===== src/rtl/mem_responder.sv =====
`default_nettype none
// ============================================================================
//  Module   : mem_responder
//  Purpose  : Load/store responder for a multicycle CPU port. It owns a word-wide
//             RAM with byte-lane writes and acknowledges each access after a
//             fixed number of wait states. Bad accesses are flagged on AddrErr.
//  Revision : 1.0  initial release
// ============================================================================
module mem_responder #(
  parameter int DEPTH_WORDS = 64,
  parameter int LATENCY     = 2
) (
  input  logic        Clk,
  input  logic        Reset,
  input  logic        Req,
  input  logic        Wr,
  input  logic [31:0] Address,
  input  logic [1:0]  Size,
  input  logic [31:0] Datain,
  output logic [31:0] Dataout,
  output logic        Ack,
  output logic        Busy,
  output logic        AddrErr
);

  localparam int         c_ADDR_W = $clog2(DEPTH_WORDS);
  localparam logic [3:0] c_LAT    = 4'(LATENCY);

  generate
    if (LATENCY < 0 || LATENCY > 15) begin : g_bad_latency
      $error("mem_responder: LATENCY must be in 0..15");
    end
    if (DEPTH_WORDS < 4 || (DEPTH_WORDS & (DEPTH_WORDS - 1)) != 0) begin : g_bad_depth
      $error("mem_responder: DEPTH_WORDS must be a power of 2 and >= 4");
    end
  endgenerate

  typedef enum logic [1:0] {
    S_IDLE = 2'd0,
    S_WAIT = 2'd1,
    S_RESP = 2'd2
  } state_e;

  state_e      state_q, state_d;
  logic [3:0]  cnt_q, cnt_d;
  logic        wr_q;
  logic [31:0] addr_q;
  logic [1:0]  size_q;
  logic [31:0] data_q;
  logic [31:0] dout_q;
  logic        err_q;
  logic [31:0] mem_q [DEPTH_WORDS];

  logic                w_acc_wr;
  logic [31:0]         w_acc_addr;
  logic [1:0]          w_acc_size;
  logic [31:0]         w_acc_data;
  logic [c_ADDR_W-1:0] w_idx;
  logic [1:0]          w_lane;
  logic                w_err;
  logic                w_commit;
  logic                w_ram_we;
  logic [31:0]         w_word;
  logic [31:0]         w_shift;
  logic [31:0]         w_rdata;
  logic [31:0]         w_wdata;
  logic [3:0]          w_be;

  // With zero wait states the commit edge is the accept edge, so the live
  // request fields must be used instead of the not-yet-latched copy.
  assign w_acc_wr   = (state_q == S_IDLE) ? Wr      : wr_q;
  assign w_acc_addr = (state_q == S_IDLE) ? Address : addr_q;
  assign w_acc_size = (state_q == S_IDLE) ? Size    : size_q;
  assign w_acc_data = (state_q == S_IDLE) ? Datain  : data_q;

  assign w_idx  = w_acc_addr[c_ADDR_W+1:2];
  assign w_lane = w_acc_addr[1:0];
  assign w_err  = (w_acc_size == 2'b11)
               || (w_acc_size == 2'b01 && w_acc_addr[0])
               || (w_acc_size == 2'b10 && w_acc_addr[1:0] != 2'b00)
               || (|w_acc_addr[31:c_ADDR_W+2]);

  always_comb begin
    state_d = state_q;
    cnt_d   = cnt_q;
    case (state_q)
      S_IDLE: begin
        if (Req) begin
          cnt_d   = c_LAT;
          state_d = (c_LAT == 4'd0) ? S_RESP : S_WAIT;
        end
      end
      S_WAIT: begin
        cnt_d = cnt_q - 4'd1;
        if (cnt_q == 4'd1) begin
          state_d = S_RESP;
        end
      end
      S_RESP:  state_d = S_IDLE;
      default: state_d = S_IDLE;
    endcase
  end

  assign w_commit = (state_d == S_RESP) && (state_q != S_RESP);
  assign w_ram_we = w_commit && Reset && w_acc_wr && !w_err;

  assign w_word  = mem_q[w_idx];
  assign w_shift = w_word >> {w_lane, 3'b000};

  always_comb begin
    w_rdata = w_word;
    w_wdata = w_acc_data;
    w_be    = 4'b0000;
    case (w_acc_size)
      2'b00: begin
        w_rdata = {24'b0, w_shift[7:0]};
        w_wdata = {4{w_acc_data[7:0]}};
        w_be    = 4'b0001 << w_lane;
      end
      2'b01: begin
        w_rdata = {16'b0, w_shift[15:0]};
        w_wdata = {2{w_acc_data[15:0]}};
        w_be    = w_lane[1] ? 4'b1100 : 4'b0011;
      end
      2'b10: begin
        w_be    = 4'b1111;
      end
      default: begin
        w_be    = 4'b0000;
      end
    endcase
  end

  always_ff @(posedge Clk) begin
    if (!Reset) begin
      state_q <= S_IDLE;
      cnt_q   <= 4'd0;
      wr_q    <= 1'b0;
      addr_q  <= 32'd0;
      size_q  <= 2'b00;
      data_q  <= 32'd0;
      dout_q  <= 32'd0;
      err_q   <= 1'b0;
    end else begin
      state_q <= state_d;
      cnt_q   <= cnt_d;
      if (state_q == S_IDLE && Req) begin
        wr_q   <= Wr;
        addr_q <= Address;
        size_q <= Size;
        data_q <= Datain;
      end
      if (w_commit) begin
        err_q <= w_err;
        if (w_err) begin
          dout_q <= 32'd0;
        end else if (!w_acc_wr) begin
          dout_q <= w_rdata;
        end
      end
    end
  end

  // RAM contents survive reset; only the write strobe is gated by it.
  always_ff @(posedge Clk) begin
    if (w_ram_we) begin
      for (int b = 0; b < 4; b++) begin
        if (w_be[b]) begin
          mem_q[w_idx][8*b +: 8] <= w_wdata[8*b +: 8];
        end
      end
    end
  end

  assign Dataout = dout_q;
  assign Ack     = (state_q == S_RESP);
  assign Busy    = (state_q != S_IDLE);
  assign AddrErr = (state_q == S_RESP) && err_q;

endmodule
`default_nettype wire


===== config.mk =====
export PLATFORM = sky130hd
export DESIGN_NAME = mem_responder
export DESIGN_NICKNAME = d
export VERILOG_FILES = /design/src/rtl/mem_responder.sv
export SDC_FILE = /design/constraint.sdc
export NUM_CORES = 2
export LEC_CHECK = 0
export ABC_AREA = 1
export BUFFER_PORTS_ARGS = -buffer_cell sky130_fd_sc_hd__buf_2
export CORE_MARGIN = 1.5
export CORE_UTILIZATION = 30
export DETAILED_ROUTE_END_ITERATION = 10
export GPL_ROUTABILITY_DRIVEN = 1
export PLACE_DENSITY_LB_ADDON = 0.08
export SETUP_SLACK_MARGIN = 0.2
export SLEW_MARGIN = 20
export SYNTH_ARGS = -nofsm -noshare
export SYNTH_HDL_FRONTEND = slang
export SYNTH_SLANG_ARGS = --single-unit

===== constraint.sdc =====
create_clock -name Clk -period 12.72 [get_ports Clk]
set_clock_uncertainty 0.15 [all_clocks]
set_input_delay 1.272 -clock Clk [delete_from_list [all_inputs] [get_ports Clk]]
set_output_delay 1.272 -clock Clk [all_outputs]
set_load 0.05 [all_outputs]

==> flow_summary_export.csv <==
group,metric,value,unit
pwr,peakVddDrop,119.1,uV
floorplanning,coreArea,288100,um2
detailed_routing,wire_per_inst,26.87,um
clocking,clockBufferDepth,4,
floorplanning,rows,197,
clocking,cts-resized-gates,0,
placement,dp_hpwl,186500,um
outcome,status,"finished, final reports clean",
critical_path,crit_fanout,128,
detailed_routing,dr_total_vias,58070,
clocking,root_buffer,"clkbuf_16",
global_route,grt_overflow,0,
pwr,pwr_density_cell,178.9,nW/um2
sta,slew_headroom,14.67,%
synth,syn_area_per_cell,11.25,um2
critical_path,critPathMaxStageDelay,870,ps
sta,rsz0062_at_grt,"no",
synth,synthMostInstantiatedCell,"nand2_1",
hold_path,min_path_type,"flip-flop to flip-flop",
pwr,intPower,12.70,mW
sta,whs,304.2,ps
floorplanning,initial_utilization,30.18,%
synth,mappedNetlistArea,86950,um2
layout,n_fill_cell,28530,
pwr,p_comb_share,15.0,%
global_route,grt_pass1_vias,56230,
synth,synth_top_cell_by_area,"edfxtp_1",
clocking,htreeDepth,4,
critical_path,worstSetupPathType,"flip-flop to flip-flop",
global_route,grt_max_degree,158,
synth,ys_ff_latch,2154,
critical_path,cpLargestDelayFamily,"buffers and inverters",
layout,design_area,99660,um2
synth,synth-edff-count,2048,
layout,layout.nets,7810,
sta,slew_violations,0,
synth,synth.area.top_cells,"edfxtp_1 71%, nand2_1 11%, nand3_1 4.6%, nor2_1 4.1%, dfxtp_1 2.4%",
hold_path,min_from,"data_q[5]",
floorplanning,ios,105,
synth,synth_ff_type,"edfxtp_1",
layout,fin_util,34.59,%
pwr,power_leakage,34.56,nW
critical_path,path_cells,"inv_2 -> nand2_2 -> buf_4 -> nand2_1 -> nand2_8 -> buf_12 -> buf_4 -> buf_4 -> nand2_1 -> nand3_1 -> nand4_1 -> nand2_1 -> nand2_1 -> nor2_1 -> nand2_1 -> nand2_1 -> nand3_1 -> nand2_1 -> nand2_1 -> a21oi_1",
synth,synth_commonest_cells,"2622 x nand2_1, 2048 x edfxtp_1, 941 x nor2_1, 795 x nand3_1, 342 x o21ai_0",
critical_path,worstReg2RegStart,"state_q[1]",
clocking,cts_made_buffers,241,
synth,yosys.cell_types.count,37,
global_route,grt_antenna_before_repair,30,
placement,io_buffer_count,104,
critical_path,critPathArrivalTime,6690,ps
detailed_routing,drt_pass1_iterations,5,
sta,fin_ws,6687,ps
critical_path,end_kind,"flip-flop",
sta,fin_crit,6033,ps
sta,hold_viol,0,
global_route,grt_pass1_wl,442400,um
synth,async_flop_share,0,%
sta,finalSetupViolCount,0,
detailed_routing,detail-route-antenna-nets,0,
clocking,cts_setup_buffers,0,
placement,place_area,91790,um2
clocking,cts.sinks,2154,
global_route,grt_util_all_layers,21.08,%
clocking,insertion_delay,920,ps
critical_path,start_kind,"flip-flop",
pwr,seq_power_share,45.7,%
critical_path,critical_path_required,13380,ps
critical_path,slowest_stage,"buf_4",
detailed_routing,drc,0,
floorplanning,die_w,541.4,um
placement,gp_congestion,0.8118,
sta,tns,0,ps
clocking,hold_buffers,0,
layout,drive_gt1_share,8.129,%
placement,pre_cts_ws,6329,ps
pwr,power.share.switching,28.79,%
layout,syn_to_final_growth,14.62,%
detailed_routing,totalWireLength,315200,um
clocking,clk_pin_slew,60,ps
placement,placed_cells,11280,
sta,fmax,0.1658,GHz
pwr,p_sw,5.133,mW
synth,seq_area_frac_synth,73.17,%
detailed_routing,routed_via_density,4.950,
critical_path,cpMostUsedCell,"nand2_1",
sta,finalCritPeriodShare,47.43,%
detailed_routing,drt-initial-drc-count,5356,
synth,synth_nets,7803,
clocking,cts_tree,"done",
sta,worst_pin_slew,1277,ps
layout,fin_cells,11730,
floorplanning,die_area,293100,um2
critical_path,path_buf_inv,5,
pwr,total_power,17.83,mW
job,drv_cap,0,
synth,synth_cells,7731,
synth,yosys_warnings,0,
pwr,power_frac_clock,39.3,%
critical_path,cp-startpoint,"state_q[1]",
synth,synth.top_cell.area_share,70.73,%
floorplanning,chipHeight,541.4,um
-- state kept, by name, indices dropped and copies added, names as in the netlist --
name,count
err_q,1
addr_q,32
state_q,2
mem_q,2048
size_q,2
cnt_q,4
Dataout,32
data_q,32
wr_q,1
-- worst min-delay path, cell delays in order (launching register included) --
cell and delay [ps]:
dfxtp_1 300, inv_1 60, a21oi_1 50
-- power by group through the flow --
stage | combinational [mW] | clock, mW | sequential, mW
2_1_floorplan | 1.38 | 0 | 8.34
3_3_place_gp | 2.71 | 0 | 8.30
3_5_place_dp | 2.72 | 0 | 8.30
4_1_cts | 2.72 | 7.15 | 8.15
5_1_grt | 2.89 | 7.41 | 8.15
6_report | 2.67 | 7.01 | 8.15
-- layer usage --
metal	GRT usage [%]	vias up	routed length, um
met5	0	-	13
met4	6.693	2	10500
met3	2.647	413	16140
met2	33.68	1568	145000
met1	29.69	29350	143500
li1	-	26740	-
-- cell usage in the layout, fill, tap and decap left out, types with 76 or more instances in the layout --
cell,count
a21oi_1,92
buf_2,104
buf_4,97
clkbuf_16,244
dfxtp_1,106
edfxtp_1,2048
nand2_1,2613
nand3_1,795
nand4_1,127
nor2_1,928
o21ai_0,334
o21ai_1,76
-- cells by family (layout without fill, tap and decap cells) --
kind of cell | after synthesis | in the layout | synth area share (%)
buffers and inverters | 521 | 725 | 2.521
adder cells (fa/ha/maj) | 2 | 2 | 0.02878
AND/OR/NAND/NOR | 4511 | 4511 | 21.06
multiplexers | 1 | 1 | 0.01151
flip-flops | 2154 | 2154 | 73.17
other | 0 | 15 | 0
AO/OA/AOI/OAI | 542 | 542 | 3.208
-- path summary, 6_finish.rpt --
kind | end | slack [ps] | cells after the start
setup / recovery | Dataout[5] | 6690 | 20
hold / removal | data_q[5] | 300 | 2
setup reg to reg | Dataout[5] | 6690 | 20
hold reg to reg | data_q[5] | 300 | 2
-- cell type report --
type | count | area [um2] | share of cell area, %
timing repair buffer | 214 | 1511 | 1.517
tap | 3781 | 4731 | 4.747
inverter | 71 | 267.8 | 0.2687
sequential | 2154 | 63620 | 63.84
antenna | 15 | 37.54 | 0.03766
clock inverter | 120 | 1190 | 1.194
multi-input combinational | 5056 | 21670 | 21.74
clock buffer | 320 | 6631 | 6.654
Note: power is estimated with default switching activity, not from simulation.
